$ cat src/rtl/rob_pkg.sv
// Shared reorder-buffer types and widths, also used by the free list and map table.
package rob_pkg;

  localparam int PREG_WIDTH            = 7;
  localparam int AREG_WIDTH            = 5;
  localparam int ROB_DEPTH_DEFAULT     = 16;
  localparam int ROB_TAG_WIDTH_DEFAULT = 4;

  typedef struct packed {
    logic                  valid;
    logic                  done;
    logic                  has_dest;
    logic [AREG_WIDTH-1:0] rd;
    logic [PREG_WIDTH-1:0] pd;
    logic [PREG_WIDTH-1:0] old_pd;
  } rob_entry_t;

  // An entry may leave the buffer only once it is both live and finished.
  function automatic logic entry_ready(input rob_entry_t e);
    return e.valid & e.done;
  endfunction

endpackage

$ cat src/rtl/reorder_buffer_if.sv
// Dispatch, completion and retirement signals between the ROB and its neighbours.
interface reorder_buffer_if
  import rob_pkg::*;
#(
  parameter int REG_FILE_ADDR_WIDTH = PREG_WIDTH,
  parameter int ROB_TAG_WIDTH       = ROB_TAG_WIDTH_DEFAULT
);

  logic                           write_rob;
  logic                           has_dest;
  logic [AREG_WIDTH-1:0]          rd;
  logic [REG_FILE_ADDR_WIDTH-1:0] pd;
  logic [REG_FILE_ADDR_WIDTH-1:0] old_pd;
  logic                           rob_full;
  logic                           rob_empty;
  logic [ROB_TAG_WIDTH-1:0]       alloc_tag;
  logic                           complete_valid;
  logic [ROB_TAG_WIDTH-1:0]       complete_tag;
  logic                           flush;
  logic                           retire_valid;
  logic                           free_reg_valid;
  logic [REG_FILE_ADDR_WIDTH-1:0] free_reg;
  logic                           commit_valid;
  logic [AREG_WIDTH-1:0]          commit_rd;
  logic [REG_FILE_ADDR_WIDTH-1:0] commit_pd;

  modport master (
    output write_rob, has_dest, rd, pd, old_pd, complete_valid, complete_tag, flush,
    input  rob_full, rob_empty, alloc_tag, retire_valid, free_reg_valid, free_reg,
           commit_valid, commit_rd, commit_pd
  );

  modport slave (
    input  write_rob, has_dest, rd, pd, old_pd, complete_valid, complete_tag, flush,
    output rob_full, rob_empty, alloc_tag, retire_valid, free_reg_valid, free_reg,
           commit_valid, commit_rd, commit_pd
  );

endinterface

$ cat src/rtl/rob_ptr_ctrl.sv
// Head/tail/occupancy bookkeeping for the reorder buffer and the alloc/retire enables.
module rob_ptr_ctrl #(
  parameter int ROB_DEPTH     = 16,
  parameter int ROB_TAG_WIDTH = 4
) (
  input  logic                     clock,
  input  logic                     reset,
  input  logic                     write_rob,
  input  logic                     flush,
  input  logic                     head_ready,
  output logic [ROB_TAG_WIDTH-1:0] head,
  output logic [ROB_TAG_WIDTH-1:0] tail,
  output logic                     rob_full,
  output logic                     rob_empty,
  output logic                     alloc_en,
  output logic                     retire_en
);

  localparam logic [ROB_TAG_WIDTH:0] DEPTH_C = (ROB_TAG_WIDTH+1)'(ROB_DEPTH);

  logic [ROB_TAG_WIDTH-1:0] head_r;
  logic [ROB_TAG_WIDTH-1:0] tail_r;
  logic [ROB_TAG_WIDTH:0]   count_r;

  // Full blocks allocation even if the head retires this cycle: no same-cycle bypass.
  assign rob_full  = (count_r == DEPTH_C);
  assign rob_empty = (count_r == {(ROB_TAG_WIDTH+1){1'b0}});
  assign alloc_en  = write_rob & ~rob_full & ~flush;
  assign retire_en = head_ready & ~flush;
  assign head      = head_r;
  assign tail      = tail_r;

  // Pointer and occupancy registers; pointers wrap naturally at ROB_DEPTH.
  always_ff @(posedge clock or posedge reset) begin
    if (reset) begin
      head_r  <= {ROB_TAG_WIDTH{1'b0}};
      tail_r  <= {ROB_TAG_WIDTH{1'b0}};
      count_r <= {(ROB_TAG_WIDTH+1){1'b0}};
    end else if (flush) begin
      head_r  <= {ROB_TAG_WIDTH{1'b0}};
      tail_r  <= {ROB_TAG_WIDTH{1'b0}};
      count_r <= {(ROB_TAG_WIDTH+1){1'b0}};
    end else begin
      head_r  <= head_r + ROB_TAG_WIDTH'(retire_en);
      tail_r  <= tail_r + ROB_TAG_WIDTH'(alloc_en);
      count_r <= count_r + (ROB_TAG_WIDTH+1)'(alloc_en) - (ROB_TAG_WIDTH+1)'(retire_en);
    end
  end

endmodule

$ cat src/rtl/reorder_buffer.sv
// Circular reorder buffer: in-order allocate, out-of-order complete, in-order retire.
module reorder_buffer
  import rob_pkg::*;
#(
  parameter int REG_FILE_ADDR_WIDTH = PREG_WIDTH,
  parameter int ROB_DEPTH           = ROB_DEPTH_DEFAULT,
  parameter int ROB_TAG_WIDTH       = ROB_TAG_WIDTH_DEFAULT
) (
  input  logic              clock,
  input  logic              reset,
  reorder_buffer_if.slave   rob
);

  rob_entry_t               entries_r [ROB_DEPTH];
  rob_entry_t               head_entry_s;
  logic [ROB_TAG_WIDTH-1:0] head_s;
  logic [ROB_TAG_WIDTH-1:0] tail_s;
  logic                     alloc_en_s;
  logic                     retire_en_s;
  logic                     head_ready_s;

  assign head_entry_s = entries_r[head_s];
  assign head_ready_s = entry_ready(head_entry_s);

  rob_ptr_ctrl #(
    .ROB_DEPTH     (ROB_DEPTH),
    .ROB_TAG_WIDTH (ROB_TAG_WIDTH)
  ) u_ptr_ctrl (
    .clock      (clock),
    .reset      (reset),
    .write_rob  (rob.write_rob),
    .flush      (rob.flush),
    .head_ready (head_ready_s),
    .head       (head_s),
    .tail       (tail_s),
    .rob_full   (rob.rob_full),
    .rob_empty  (rob.rob_empty),
    .alloc_en   (alloc_en_s),
    .retire_en  (retire_en_s)
  );

  // Entry array: allocation at tail, completion by tag, valid cleared on retire.
  always_ff @(posedge clock or posedge reset) begin
    if (reset) begin
      for (int i = 0; i < ROB_DEPTH; i++) begin
        entries_r[i] <= '0;
      end
    end else if (rob.flush) begin
      for (int i = 0; i < ROB_DEPTH; i++) begin
        entries_r[i].valid <= 1'b0;
        entries_r[i].done  <= 1'b0;
      end
    end else begin
      // Tail is never live when alloc_en is set, so completion and allocation cannot collide.
      if (rob.complete_valid && entries_r[rob.complete_tag].valid) begin
        entries_r[rob.complete_tag].done <= 1'b1;
      end
      if (retire_en_s) begin
        entries_r[head_s].valid <= 1'b0;
      end
      if (alloc_en_s) begin
        entries_r[tail_s].valid    <= 1'b1;
        entries_r[tail_s].done     <= 1'b0;
        entries_r[tail_s].has_dest <= rob.has_dest;
        entries_r[tail_s].rd       <= rob.rd;
        entries_r[tail_s].pd       <= PREG_WIDTH'(rob.pd);
        entries_r[tail_s].old_pd   <= PREG_WIDTH'(rob.old_pd);
      end
    end
  end

  assign rob.alloc_tag      = tail_s;
  assign rob.retire_valid   = retire_en_s;
  assign rob.free_reg_valid = retire_en_s & head_entry_s.has_dest;
  assign rob.commit_valid   = retire_en_s & head_entry_s.has_dest;
  assign rob.free_reg       = REG_FILE_ADDR_WIDTH'(head_entry_s.old_pd);
  assign rob.commit_rd      = head_entry_s.rd;
  assign rob.commit_pd      = REG_FILE_ADDR_WIDTH'(head_entry_s.pd);

endmodule

$ cat src/flat_wrapper.sv
// flat-port wrapper written by rule: the top's interface ports become plain ports
module reorder_buffer_flat import rob_pkg::*;
#(
  parameter int REG_FILE_ADDR_WIDTH = PREG_WIDTH,
  parameter int ROB_DEPTH           = ROB_DEPTH_DEFAULT,
  parameter int ROB_TAG_WIDTH       = ROB_TAG_WIDTH_DEFAULT
)
  (clock, reset, rob_write_rob, rob_has_dest, rob_rd, rob_pd, rob_old_pd, rob_complete_valid, rob_complete_tag, rob_flush, rob_rob_full, rob_rob_empty, rob_alloc_tag, rob_retire_valid, rob_free_reg_valid, rob_free_reg, rob_commit_valid, rob_commit_rd, rob_commit_pd);
  reorder_buffer_if #(.REG_FILE_ADDR_WIDTH(REG_FILE_ADDR_WIDTH), .ROB_TAG_WIDTH(ROB_TAG_WIDTH)) rob_i ();
  input  logic clock;
  input  logic reset;
  input wire logic [$bits(rob_i.write_rob)-1:0] rob_write_rob;
  input wire logic [$bits(rob_i.has_dest)-1:0] rob_has_dest;
  input wire logic [$bits(rob_i.rd)-1:0] rob_rd;
  input wire logic [$bits(rob_i.pd)-1:0] rob_pd;
  input wire logic [$bits(rob_i.old_pd)-1:0] rob_old_pd;
  input wire logic [$bits(rob_i.complete_valid)-1:0] rob_complete_valid;
  input wire logic [$bits(rob_i.complete_tag)-1:0] rob_complete_tag;
  input wire logic [$bits(rob_i.flush)-1:0] rob_flush;
  output wire logic [$bits(rob_i.rob_full)-1:0] rob_rob_full;
  output wire logic [$bits(rob_i.rob_empty)-1:0] rob_rob_empty;
  output wire logic [$bits(rob_i.alloc_tag)-1:0] rob_alloc_tag;
  output wire logic [$bits(rob_i.retire_valid)-1:0] rob_retire_valid;
  output wire logic [$bits(rob_i.free_reg_valid)-1:0] rob_free_reg_valid;
  output wire logic [$bits(rob_i.free_reg)-1:0] rob_free_reg;
  output wire logic [$bits(rob_i.commit_valid)-1:0] rob_commit_valid;
  output wire logic [$bits(rob_i.commit_rd)-1:0] rob_commit_rd;
  output wire logic [$bits(rob_i.commit_pd)-1:0] rob_commit_pd;
  assign rob_i.write_rob = rob_write_rob;
  assign rob_i.has_dest = rob_has_dest;
  assign rob_i.rd = rob_rd;
  assign rob_i.pd = rob_pd;
  assign rob_i.old_pd = rob_old_pd;
  assign rob_i.complete_valid = rob_complete_valid;
  assign rob_i.complete_tag = rob_complete_tag;
  assign rob_i.flush = rob_flush;
  assign rob_rob_full = rob_i.rob_full;
  assign rob_rob_empty = rob_i.rob_empty;
  assign rob_alloc_tag = rob_i.alloc_tag;
  assign rob_retire_valid = rob_i.retire_valid;
  assign rob_free_reg_valid = rob_i.free_reg_valid;
  assign rob_free_reg = rob_i.free_reg;
  assign rob_commit_valid = rob_i.commit_valid;
  assign rob_commit_rd = rob_i.commit_rd;
  assign rob_commit_pd = rob_i.commit_pd;
  reorder_buffer #(.REG_FILE_ADDR_WIDTH(REG_FILE_ADDR_WIDTH), .ROB_DEPTH(ROB_DEPTH), .ROB_TAG_WIDTH(ROB_TAG_WIDTH)) u_core (.clock(clock), .reset(reset), .rob(rob_i));
endmodule
$ cat config.mk
export PLATFORM = sky130hd
export DESIGN_NAME = reorder_buffer_flat
export DESIGN_NICKNAME = d
export VERILOG_FILES = /design/src/rtl/rob_pkg.sv /design/src/rtl/reorder_buffer_if.sv /design/src/rtl/rob_ptr_ctrl.sv /design/src/rtl/reorder_buffer.sv /design/src/flat_wrapper.sv
export SDC_FILE = /design/constraint.sdc
export NUM_CORES = 1
export LEC_CHECK = 0
export CORE_MARGIN = 2
export CORE_UTILIZATION = 62
export DETAILED_ROUTE_END_ITERATION = 12
export MAX_ROUTING_LAYER = met4
export PLACE_DENSITY = 0.8
export RECOVER_POWER = 50
export SYNTH_ARGS = -nofsm -noshare
export SYNTH_HDL_FRONTEND = slang
export SYNTH_SLANG_ARGS = --single-unit
$ cat constraint.sdc
create_clock -name clock -period 13.7 [get_ports clock]
set_clock_uncertainty 0.2 [all_clocks]
set_input_delay 2.055 -clock clock [delete_from_list [all_inputs] [get_ports clock]]
set_output_delay 2.055 -clock clock [all_outputs]
set_load 0.02 [all_outputs]
### Yosys cells after proc, flatten, opt, wreduce, memory -nomap -nowiden

Cells that the tools add are included.

* $add $sub $neg: 4
* multipliers: 0
* divide/modulo/power cells: 0
* magnitude comparators: 6
* equality and inequality tests: 1
* shift operators: 0
* muxes and demuxes: 54
* bitwise gates (word level): 10
* reductions and logical operators: 5

Operators by type and width (number)
* $bwmux 352: 8
* $mux 352: 5
* $demux 22 s4: 8
* $bmux 22 s4: 2
* $mux 22: 6
* $mux 21: 2
* $mux 2: 16
* $mux 20: 1
* $mux 19: 1
* $ge 5x5->1 const B: 3
* $lt 5x1->1 const B: 3
* $not 4->5: 3
* $mux 14: 1
* $add 4x1->4: 2
* $mux 4: 2
* $mux 7: 1
* $add 5x1->5: 1
* $and 1x1->1: 5
* $eq 5x5->1 const B: 1
* $logic_not 5->1: 1
* $mux 5: 1
* $sub 5x1->5: 1
* $logic_and 1x1->1: 4
* $not 1->1: 2

* flip-flop bits (word level): 365
* bits in latches: 0
* bits in writable memories: 0
* ROM bits: 0
* bits of input ports: 29
* output and inout port bits: 28
* memories kept: 0

### Depth between registers and ports, before layout

Gate-level depths: netlist of the first run.

* word-level depth: 19
* depth in mapped cells: 18
* gate-level depth less buffers: 15

### Cells and area by module

Synthesis of the first run repeated with hierarchy kept, for this count alone.

* cells, all modules: 1069
* area, all modules: 16963.8 sq um

Modules (own cells, without submodules)
* reorder_buffer: instances 1, cells each 1000, area each 16231.8 sq um, sequential area each 8808.4 sq um
* rob_ptr_ctrl: instances 1, cells each 69, area each 732.0 sq um, sequential area each 325.3 sq um

### Least setup slack after synthesis of the first run

Ideal clock, no wire load.

* path type: input to output
* start: in rob_flush
* end: out rob_free_reg_valid
* arrival time: 3.114 ns
* data required time: 11.445 ns
* path slack: 8.331 ns
* stages: 4
* cells stage by stage: a211o_1 > o22ai_2 > and3_1 > buf_4

* longest elaborated chain between the ends: 3

RTL lines
* from (decl): line flat_wrapper.sv:19 `input wire logic [$bits(rob_i.flush)-1:0] rob_flush;`
* $not 1->1: line rob_ptr_ctrl.sv:29 `assign retire_en = head_ready & ~flush;`
* $and 1x1->1: line rob_ptr_ctrl.sv:29
* $and 1x1->1
* to (decl): line flat_wrapper.sv:24 `output wire logic [$bits(rob_i.free_reg_valid)-1:0] rob_free_reg_valid;`

No other way between the ends.

==> results of run 1 <==
[cell usage after synthesis, drive strengths merged, types with 5 or more instances]
library cell  count  area share, %
mux2i             8           0.47
clkbuf           16           0.35
nor2b            18           0.66
dfrtp           365             53
o21ai            10           0.29
mux2            320             21
nor4              6           0.74
a31oi             7           0.26
inv              12           0.26
buf              75            2.5
a22oi            11           0.48
nor2             39           0.87
nand3             7           0.20
nor3             12           0.90
mux4            108             14
nand2b            7           0.26
nand2            12           0.26
ha               10           0.73
a21oi             5           0.15
[state kept, by name, indices dropped and copies added, names as in the netlist]
register                   cells
u_core.entries_r             352
u_core.u_ptr_ctrl.tail         4
u_core.u_ptr_ctrl.count_r      5
u_core.u_ptr_ctrl.head         4
[cell families (layout without fill, tap and decap cells)]
kind of cell | Yosys count | after routing | synth area share, %
multiplexers | 436 | 436 | 35.7
flip-flops | 365 | 365 | 53.2
AND/OR/NAND/NOR | 118 | 118 | 4.73
buffers and inverters | 104 | 161 | 3.16
AO/OA/AOI/OAI | 48 | 48 | 2.01
adder cells (fa/ha/maj) | 11 | 11 | 0.846
XOR/XNOR | 7 | 7 | 0.357
[final cells by class]
| type | instances | area (um^2) |
|---|---|---|
| fillers | 1754 | 7920 |
| inverters | 13 | 50.0 |
| clock buffers | 56 | 1120 |
| multi-input cells | 620 | 7490 |
| clock inverters | 11 | 129 |
| flip-flops and latches | 365 | 9140 |
| well taps | 341 | 427 |
| repair buffers | 81 | 744 |
[final timing paths]
path	startpoint	to	slack, ps	depth (start not counted)
min reg2reg	u_core.entries_r[313]	u_core.entries_r[313]	280	1
min in group asynchronous	reset	u_core.entries_r[203]	3920	2
max	reset	u_core.u_ptr_ctrl.head[1]	5760	2
max reg2reg	u_core.u_ptr_ctrl.head[1]	u_core.u_ptr_ctrl.count_r[4]	8850	15
max in group clock	rob_flush	rob_commit_valid	6800	5
min	u_core.entries_r[313]	u_core.entries_r[313]	280	1
[power by group through the flow]
stage	clock network, mW	logic, mW	registers (mW)
after floorplan	0	0.263	1.24
after global placement	0	0.364	1.26
after detailed placement	0	0.373	1.26
after CTS	1.05	0.375	1.24
after global routing	1.09	0.401	1.26
final	1.03	0.370	1.25
[metal layers]
layer / wire (um) / up-vias
li1: - / 4118
met1: 16300 / 5246
met2: 18300 / 344
met3: 2370 / 90
met4: 1030 / 0
met5: 0 / -
==> results.py, run 1 <==
metrics = {
    "cells_and_area": {
        "fin_util_pct": 70.7,
        "fin_area_um2": 19100,
        "final_cells": 1487,
        "layout_common_cells": "dfrtp_1 (362), mux2_2 (315), mux4_2 (108)",
        "syn_to_final_growth_pct": 11.4,
        "antenna_cells": 0,
        "nNetsFinal": 1160,
        "layout-drive-gt1-share_pct": 46.2,
        "final_common_cell": "dfrtp_1",
    },
    "logic_synthesis": {
        "syn_area_um2": 17200,
        "yosysSeqAreaShare_pct": 53.2,
        "yosysWarningCount": 0,
        "async_reset_ff_share_pct": 100,
        "synth_edf_count": 0,
        "ys_types": 54,
        "syn-num-nets": 1129,
        "syn-mean-instance-area_um2": 15.8,
        "synth_cells": 1089,
        "ys.flop_type": "dfrtp_1",
        "ys_ff_latch": 365,
    },
    "floorplanning": {
        "rows": 60,
        "initial_core_util_pct": 63.5,
        "fp.dieW_um": 170,
        "ios": 57,
        "core_area_um2": 27000,
        "fp.dieH_um": 170,
        "dieArea_um2": 29000,
    },
    "cts": {
        "clk_path_buf_depth": 3,
        "root_buffer": "clkbuf_16",
        "clock_latency_ps": 520,
        "hold_buffers": 0,
        "h-tree-depth": 2,
        "clk_pin_slew_ps": 60,
        "cts_sinks": 365,
        "post_cts_buffers": 0,
        "cts_resized": 0,
        "cts_tree": "built",
        "cts_buffers": 39,
    },
    "global_routing": {
        "grt_util_all_layers_pct": 28.6,
        "grt_use_met3_pct": 3.79,
        "grt_max_degree": 151,
        "antenna_found_initial": 0,
        "met2_usage_pct": 43.6,
        "grtUsageMet1_pct": 41.3,
        "grt_pass1_vias": 10400,
        "grt_pass1_wl_um": 60800,
        "overflow": 0,
        "top_usage_layer": "met2",
    },
    "timing": {
        "holdWs_ps": 281,
        "finalSetupViolations": 0,
        "tightest_slew_ps": 6680,
        "drv_slew": 175,
        "worst_slack_ps": 5760,
        "max_slew_margin_pct": -348,
        "fmax_mhz": 126,
        "tns_ps": 0,
        "finalCritPeriodShare_pct": 58.0,
        "period_needed_ps": 7940,
        "hold_viol": 0,
        "grt_setup_unrepaired": "false",
    },
    "pwr": {
        "clkPwrFrac_pct": 38.9,
        "p_per_area_nw_per_um2": 138,
        "power_mw": 2.64,
        "p_sw_mw": 0.637,
        "peakVddDrop_mv": 0.106,
        "switching_share_pct": 24.1,
        "p_int_mw": 2.01,
        "power_leakage_nw": 8.52,
        "comb_power_share_pct": 14.0,
        "seq_power_share_pct": 47.1,
    },
    "worst_setup_path": {
        "required_ps": 12130,
        "max_stage_delay_ps": 3720,
        "crit_family": "buffers and inverters",
        "cp_max_fo": 150,
        "setup.worst_path.end_class": "async pin",
        "cp_slowest_cell": "clkinvlp_2",
        "crit_path_start_kind": "input port",
        "crit_arrival_ps": 6370,
        "crit_chain": "dlygate4sd3_1, clkinvlp_2",
        "cp.buffers_inverters": 2,
        "path_class": "input port to async pin",
    },
    "placed_design": {
        "dp_slack_ps": 6720,
        "dp_hpwl_um": 20300,
        "io_buffers": 56,
        "place_congestion": 0.845,
        "numPlacedInstances": 1420,
        "dpl_cell_area_um2": 17900,
    },
    "drt": {
        "drc": 0,
        "viasPerCell": 6.59,
        "ant_nets": 0,
        "routed-via-count": 9798,
        "drt-pass1-iter-count": 5,
        "drtIter0Drc": 803,
        "avgRoutedWirePerCell_um": 25.5,
        "wl_um": 37900,
    },
    "status": {
        "status": "finished, violations left",
        "violations": "capacitance limit, slew limit",
    },
    "flow_run": {
        "max_cap_viol_count": 2,
    },
    "min_path": {
        "hp-class": "register to register",
    },
}
(Power assumes the default switching activity.)
==> run 2: changes to the inputs <==
==> constraint.sdc (replaced) <==
create_clock -name clock -period 7.48 [get_ports clock]
set_clock_uncertainty 0.2 [all_clocks]
set_input_delay 1.122 -clock clock [delete_from_list [all_inputs] [get_ports clock]]
set_output_delay 1.122 -clock clock [all_outputs]
set_load 0.02 [all_outputs]
==> results.py, run 2 (same netlist as run 1, synthesis figures left out) <==
metrics = {
    "status": {
        "status": "finished, violations left",
        "violations": "capacitance limit, slew limit",
    },
    "cells_and_area": {
        "fillCellCount": 1720,
        "final_common_cell": "dfrtp_1",
        "regMostFlops": "u_core.entries_r",
        "top_regs": "u_core.entries_r (352), u_core.u_ptr_ctrl.count_r (5)",
        "largest_reg_flops": 352,
        "layout_common_cells": "dfrtp_1 (361), mux2_2 (315), mux4_2 (108)",
        "syn_to_final_growth_pct": 12.0,
        "final_cells": 1488,
        "nNetsFinal": 1160,
        "layout-drive-gt1-share_pct": 46.5,
        "fin_util_pct": 71.1,
    },
    "floorplanning": {
        "fp.dieW_um": 170,
        "rows": 60,
        "ios": 57,
        "initial_core_util_pct": 63.5,
        "fp.dieH_um": 170,
        "dieArea_um2": 29000,
        "core_area_um2": 27000,
    },
    "timing": {
        "period_needed_ps": 5360,
        "tns_ps": 0,
        "hold_viol": 0,
        "fmax_mhz": 187,
        "tightest_slew_ps": 2650,
        "grt_setup_unrepaired": "false",
        "max_slew_margin_pct": -76.9,
        "finalCritPeriodShare_pct": 71.6,
        "finalSetupViolations": 0,
        "drv_slew": 120,
    },
    "cts": {
        "cts_resized": 0,
        "cts_tree": "built",
        "cts_buffers": 39,
        "clk_path_buf_depth": 3,
        "h-tree-depth": 2,
        "root_buffer": "clkbuf_16",
        "clk_pin_slew_ps": 60,
        "post_cts_buffers": 0,
        "cts_sinks": 365,
        "hold_buffers": 0,
        "clock_latency_ps": 520,
    },
    "drt": {
        "avgRoutedWirePerCell_um": 25.7,
        "drc": 0,
        "routed-via-count": 9746,
        "viasPerCell": 6.55,
        "drt-pass1-iter-count": 5,
        "wl_um": 38200,
        "drtIter0Drc": 867,
        "ant_nets": 0,
    },
    "pwr": {
        "p_per_area_nw_per_um2": 260,
        "power_mw": 4.99,
        "peakVddDrop_mv": 0.200,
        "power_leakage_nw": 8.55,
    },
    "worst_setup_path": {
        "cp.buffers_inverters": 4,
        "worstRegToRegCells": 15,
        "setup.worst_path.end_class": "async pin",
        "max_stage_delay_ps": 1930,
        "cp_max_fo": 58,
        "crit_family": "buffers and inverters",
        "reg2reg_from": "u_core.u_ptr_ctrl.head[0]",
        "path_class": "input port to async pin",
        "cp_slowest_cell": "clkbuf_1",
        "crit_arrival_ps": 5560,
        "r2r-end": "u_core.u_ptr_ctrl.count_r[4]",
        "required_ps": 7680,
        "crit_chain": "dlygate4sd3_1, clkinvlp_2, clkbuf_1, clkbuf_2",
        "crit_path_start_kind": "input port",
        "r2r_setup_slack_ps": 2760,
    },
    "min_path": {
        "hold_start": "u_core.entries_r[304]",
        "hp-class": "register to register",
        "min_path_cells": 1,
        "min_to": "u_core.entries_r[304]",
    },
    "placed_design": {
        "numPlacedInstances": 1420,
        "io_buffers": 56,
        "dp_hpwl_um": 21600,
        "place_congestion": 0.789,
    },
    "global_routing": {
        "overflow": 0,
        "antenna_found_initial": 1,
        "grt_max_degree": 197,
        "grt_util_all_layers_pct": 28.7,
        "grt_pass1_wl_um": 60800,
        "grt_pass1_vias": 10400,
    },
    "flow_run": {
        "max_cap_viol_count": 3,
    },
}
-- run 2: worst max-delay path by stage --
stage                                         start                     to  slack (ps)  cells after the start
after floorplan                               reset    u_core.entries_r[0]        1260                      1
after global placement    u_core.u_ptr_ctrl.head[0]       rob_retire_valid        2680                      6
after detailed placement  u_core.u_ptr_ctrl.head[0]       rob_retire_valid        2640                      6
after CTS                 u_core.u_ptr_ctrl.head[0]       rob_retire_valid        2080                      6
after global routing                          reset  u_core.entries_r[254]        1270                      4
final                                         reset   u_core.entries_r[12]        2120                      4
-- run 2: report_power, final --
part | internal (mW) | leakage, nW | switching (mW)
combinational | 0.385 | 3.03 | 0.297
sequential | 2.17 | 4.85 | 0.105
clock | 1.24 | 0.665 | 0.784
total | 3.80 | 8.55 | 1.19
-- run 2: through the flow --
stage	setup WS (ps)	hold slack, ps	area (um^2)
final	2120	292	19200
after global routing	1270	311	19200
after CTS	2080	285	19200
after detailed placement	2640	272	17900
after global placement	2680	266	17900
after floorplan	1260	252	17200
-- run 2: routing by layer --
metal  track usage, %  up-vias  wire length [um]
met3             4.07       75              1990
li1                 -     4130                 -
met4             7.80        0               840
met1             40.1     5264             16400
met5                -        -                 0
met2             45.1      277             19000
-- run 2: layout make-up --
cell class / count / area, um^2 / share of cell area, %
clock buffer: 52 / 1140 / 5.92
tap: 341 / 427 / 2.22
timing repair buffer: 81 / 743 / 3.87
multi-input combinational: 620 / 7470 / 38.9
sequential: 365 / 9140 / 47.6
clock inverter: 15 / 229 / 1.19
antenna: 1 / 2.50 / 0.0130
inverter: 13 / 50.0 / 0.261
-- run 2: worst reg2reg max path: stages (launching register included) --
cell and delay (ps):
dfrtp_4 920, buf_4 610, mux4_2 590, and3b_1 180
or4_1 420, and2_1 190, ha_1 280, inv_1 40
ha_1 190, inv_1 80, fa_1 200, inv_1 50
a21oi_1 120, nor2_1 60, or3_1 330, a21oi_1 160
